<file path="src/rtl/hdmi_period_scheduler.sv">
// hdmi_period_scheduler: raster timing and TMDS period sequencing for HDMI/DVI encoders
module hdmi_period_scheduler #(
    parameter int H_ACTIVE  = 640,
    parameter int H_FRONT   = 16,
    parameter int H_SYNC    = 96,
    parameter int H_BACK    = 48,
    parameter int V_ACTIVE  = 480,
    parameter int V_FRONT   = 10,
    parameter int V_SYNC    = 2,
    parameter int V_BACK    = 33,
    parameter int HSYNC_POL = 0,
    parameter int VSYNC_POL = 0,
    parameter int DVI_MODE  = 0
) (
    input  logic        pixclk,
    input  logic        rst,
    input  logic        enable,
    output logic        busy,
    output logic [11:0] x,
    output logic [11:0] y,
    output logic        hsync,
    output logic        vsync,
    output logic [1:0]  mode,
    output logic [3:0]  ctl,
    output logic        pix_req,
    output logic        frame_start
);
    localparam int H_TOTAL = H_ACTIVE + H_FRONT + H_SYNC + H_BACK;
    localparam int V_TOTAL = V_ACTIVE + V_FRONT + V_SYNC + V_BACK;
    if (H_FRONT + H_SYNC + H_BACK < 22) begin : g_hblank_chk
        $fatal(1, "horizontal blanking too short for control, preamble and guard band");
    end
    if (H_TOTAL > 4096 || V_TOTAL > 4096) begin : g_total_chk
        $fatal(1, "raster totals exceed 12-bit counters");
    end
    localparam logic [11:0] HT1  = 12'(H_TOTAL - 1);
    localparam logic [11:0] VT1  = 12'(V_TOTAL - 1);
    localparam logic [11:0] HA   = 12'(H_ACTIVE);
    localparam logic [11:0] VA   = 12'(V_ACTIVE);
    localparam logic [11:0] VA1  = 12'(V_ACTIVE - 1);
    localparam logic [11:0] HS0  = 12'(H_ACTIVE + H_FRONT);
    localparam logic [11:0] HS1  = 12'(H_ACTIVE + H_FRONT + H_SYNC);
    localparam logic [11:0] VS0  = 12'(V_ACTIVE + V_FRONT);
    localparam logic [11:0] VS1  = 12'(V_ACTIVE + V_FRONT + V_SYNC);
    localparam logic [11:0] PRE0 = 12'(H_TOTAL - 10);
    localparam logic [11:0] PRE1 = 12'(H_TOTAL - 3);
    localparam logic [11:0] GRD0 = 12'(H_TOTAL - 2);
    localparam logic        HP   = HSYNC_POL != 0;
    localparam logic        VP   = VSYNC_POL != 0;
    localparam logic        DVI  = DVI_MODE != 0;
    localparam logic [1:0]  M_CTRL = 2'd0, M_PRE = 2'd1, M_GRD = 2'd2, M_VID = 2'd3;

    typedef enum logic {IDLE, RUN} state_t;
    state_t st, nst;
    logic [11:0] nx, ny, ax, ay;
    logic run, line_ok, nhs, nvs;
    logic [1:0] nmode;

    // state and raster position register
    always_ff @(posedge pixclk or posedge rst) begin
        if (rst) begin
            st <= IDLE;
            x  <= '0;
            y  <= '0;
        end else begin
            st <= nst;
            x  <= nx;
            y  <= ny;
        end
    end

    // next state/position, plus the period and syncs belonging to that position
    always_comb begin
        nst = st;
        nx  = x;
        ny  = y;
        if (st == IDLE) begin
            if (enable) begin
                nst = RUN;
                nx  = '0;
                ny  = VA;
            end
        end else if (x == HT1 && y == VA1 && !enable) begin
            nst = IDLE;
            nx  = '0;
            ny  = '0;
        end else begin
            nx = x == HT1 ? '0 : x + 12'd1;
            ny = x == HT1 ? (y == VT1 ? '0 : y + 12'd1) : y;
        end
        ax      = nx == HT1 ? '0 : nx + 12'd1;
        ay      = nx == HT1 ? (ny == VT1 ? '0 : ny + 12'd1) : ny;
        run     = nst == RUN;
        line_ok = !DVI && (ny == VT1 || ny < VA1);
        nmode   = !run ? M_CTRL :
                  (nx < HA && ny < VA) ? M_VID :
                  (line_ok && nx >= PRE0 && nx <= PRE1) ? M_PRE :
                  (line_ok && nx >= GRD0) ? M_GRD : M_CTRL;
        nhs     = run && nx >= HS0 && nx < HS1;
        nvs     = run && ny >= VS0 && ny < VS1;
    end

    // registered outputs aligned with the registered position
    always_ff @(posedge pixclk or posedge rst) begin
        if (rst) begin
            busy        <= 1'b0;
            hsync       <= ~HP;
            vsync       <= ~VP;
            mode        <= M_CTRL;
            ctl         <= 4'b0000;
            pix_req     <= 1'b0;
            frame_start <= 1'b0;
        end else begin
            busy        <= run;
            hsync       <= nhs ? HP : ~HP;
            vsync       <= nvs ? VP : ~VP;
            mode        <= nmode;
            ctl         <= nmode == M_PRE ? 4'b0001 : 4'b0000;
            pix_req     <= run && ax < HA && ay < VA;
            frame_start <= run && nx == '0 && ny == '0;
        end
    end
endmodule

</file>
<file path="config.mk">
export PLATFORM = sky130hd
export DESIGN_NAME = hdmi_period_scheduler
export DESIGN_NICKNAME = d
export VERILOG_FILES = /design/src/rtl/hdmi_period_scheduler.sv
export SDC_FILE = /design/constraint.sdc
export NUM_CORES = 1
export LEC_CHECK = 0
export CAP_MARGIN = 5
export CORE_ASPECT_RATIO = 0.7
export CORE_UTILIZATION = 33
export DETAILED_ROUTE_END_ITERATION = 16
export HOLD_SLACK_MARGIN = 0.03
export SYNTH_ARGS = -nofsm -noshare
export SYNTH_HDL_FRONTEND = slang
export SYNTH_SLANG_ARGS = --single-unit
</file>
<file path="constraint.sdc">
create_clock -name pixclk -period 5.6 [get_ports pixclk]
set_input_delay 1.68 -clock pixclk [delete_from_list [all_inputs] [get_ports pixclk]]
set_output_delay 1.68 -clock pixclk [all_outputs]
set_load 0.01 [all_outputs]
</file>
==> qor.csv <==
metric,value,unit
final setup violation count,0,
Post-synth EDFFs,0,
Site Rows,26,
status,"finished, final reports clean",
CP required,5.82,ns
fraction of layout cells with a size suffix above 1,8.06,%
IO Pins,38,
largest area contributor in the netlist,dfrtp_1,
YS warnings,0,
final worst slack,0.865,ns
Worst R2R Path Depth,11,
final WL,7770,um
Inserted Diodes,0,
cell family with most CP delay,compound AO/OA/AOI/OAI gates,
largest net degree at the start of global routing,33,
CTS tree,yes,
worst skew pair latency,0.30,ns
WL met2,3030,um
dpl cells,425,
crit path cell chain,clkdlybuf4s50_1 -> nor4bb_1 -> a22oi_1 -> o21ai_0 -> a211oi_1 -> nor4b_1 -> and4_1 -> nor2b_1 -> mux2i_1 -> nand4_1 -> o21ai_1,
Yosys cell types,64,
DRT met1 WL,3890,um
Slew headroom,45.9,%
actual slew at the worst max-slew pin,0.812,ns
Leak,1.14,nW
maximum vdd drop,0.000118,V
"Buf+Inv Stages, Crit Path",1,
Routability Congestion,0.945,
DRC errors left,0,
hpwl dp,5570,um
area of the core,7320,um^2
TritonCTS Sinks,32,
TritonCTS Buffers,5,
DR top layer,met4,
Final Cell Area,3000,um^2
Starting Density,34.1,%
Post-CTS Repair Setup Buffers,0,
area share of the largest cell type after synthesis,30.0,%
Post-synth top cells,"dfrtp_1 (30), nand2_1 (28), o21ai_0 (21), nand3_1 (18), nor2_1 (18)",
Post-Syn Area,2500,um^2
vias in the first global route,2142,
number of hold violations in the final report,0,
PortBufs,34,
setup TNS,0,ns
Max-cap violations,0,
vias,2577,
CTS Hold Bufs,0,
Nets,340,
pwr dens,300,nW/um^2
Area Growth Syn to Fin,20.2,%
"Arr. time, crit path",4.95,ns
worst r2r src,x[1],
top-count cell post-synth,dfrtp_1,
Avg Vias per Cell,5.95,
r2r setup slk,1.61,ns
CTS max path bufs,2,
Placed Area,2900,um^2
Worst Hold Path Cells,1,
initial antenna violation count,0,
Layout Cells excl Fill,433,
top achievable clock speed,0.211,GHz
crit path time final,4.73,ns
RSZ-0062 raised after global routing,no,
Post-synth ARST share,100,%
Final Max Slew Viols,0,
cts repair resizes,0,
Clock Pin Slew Worst Setup and Hold Paths,0.08,ns
hold_sp,y[7],
largest cells by area after synthesis,"dfrtp_1 (30%), nand2_1 (4.2%), o21ai_0 (4.2%), nand3_1 (3.6%), a21oi_1 (3.0%)",
max incr delay on CP,0.65,ns
CTS root buffer,clkbuf_8,
1st-iter DRT viols,270,
Mapped Avg Cell Area,8.11,um^2
Final Skew,0.00692,ns
Yosys reg bits,32,
hold path endpoint,y[7],
CTS H-tree lvls,2,
dpl ws,0.645,ns
chip height,74.8,um
R2R Path End,pix_req,
"Primary FF master, synth",dfrtp_1,
Crit Path Max Fanout,7,
Die Area,7930,um^2
metal3 WL,741,um
per-cell routed wire length,18.0,um
global-route wire length before repair,12200,um
Worst Setup Start Kind,primary input,
GR Overflow Total,0,
Fillers,724,
Critical Path Sink Type,flop,
Setup Crit Path Kind,in2reg,
"Seq/Total Area, Yosys",32.1,%
GRT Resource Usage Total,20.4,%
worst min-delay path class,reg2reg,
die width,106,um
DRT Pass-1 Iters,5,
cells after synthesis,308,
Worst path slowest cell,a22oi_1,
number of routed nets with antenna violations,0,
crit share post-route,84.5,%
-- power breakdown --
part           internal, mW  total [mW]  leakage (nW)  switching [mW]
sequential            0.266       0.362         0.393          0.0960
combinational         0.147       0.308         0.688           0.161
clock                 0.132       0.231        0.0552          0.0984
-- kinds of logic after synthesis --
family | share of synthesized area [%]
xor+xnor | 1.75
mux | 1.60
buf+inv | 6.41
compound gates | 23.0
fa+ha+maj | 1.50
simple gates | 33.4
other cells | 0.150
flops | 32.1
-- registers in the layout, summed over array words and instances (netlist names) --
name         count
ctl              1
pix_req          1
x               12
hsync            1
y               12
vsync            1
busy             1
mode             2
frame_start      1
-- stage by stage --
| step | utilization, % | hold WS [ns] | power [mW] |
|---|---|---|---|
| global placement | 39.6 | 0.589 | 0.668 |
| finish | 41.0 | 0.612 | 0.900 |
| detailed placement | 39.6 | 0.601 | 0.669 |
| CTS | 41.0 | 0.609 | 0.900 |
| global route | 41.0 | 0.631 | 0.956 |
| floorplan | - | 0.579 | 0.534 |
-- layout make-up --
class                           count  area [um^2]  area share, %
Multi-Input combinational cell    245         1540           51.4
Sequential cell                    32          803           26.7
Timing Repair Buffer               41          393           13.1
Tap cell                           98          123           4.08
Clock buffer                        6         72.6           2.42
Clock inverter                      2         35.0           1.17
Inverter                            9         33.8           1.13
-- how the worst max path moves through the flow --
stage | slack (ns) | start | cells after the start | end
finish | 0.87 | enable | 11 | pix_req
global route | 0.64 | enable | 11 | pix_req
CTS | 0.93 | enable | 11 | pix_req
detailed placement | 0.65 | enable | 11 | pix_req
global placement | 0.87 | enable | 11 | pix_req
floorplan | 1.79 | enable | 10 | pix_req
-- layer usage --
| layer | global-route usage (%) | vias up |
|---|---|---|
| met4 | 5.40 | 0 |
| met3 | 5.63 | 11 |
| met1 | 32.1 | 1215 |
| met5 | 0 | - |
| met2 | 26.5 | 134 |
| li1 | - | 1217 |
-- layout by cell type (no fill, tap or decap), types with 4 or more instances in the layout --
| cell | count |
|---|---|
| clkdlybuf4s50_1 | 34 |
| nor3_1 | 12 |
| a31oi_1 | 4 |
| o21ai_0 | 21 |
| and3_1 | 10 |
| o31ai_1 | 6 |
| nand2b_1 | 4 |
| dfrtp_1 | 30 |
| nand4_1 | 9 |
| clkbuf_8 | 5 |
| o21ai_1 | 9 |
| and2_1 | 4 |
| nor2_1 | 18 |
| nand3_1 | 18 |
| inv_1 | 8 |
| and4_1 | 5 |
| buf_4 | 7 |
| mux2i_1 | 4 |
| nor4_1 | 8 |
| nand2_1 | 28 |
| or4_1 | 4 |
| nor2b_1 | 5 |
| a21oi_1 | 15 |
| xnor2_1 | 4 |
No activity file was read; power rests on OpenSTA's default activity.
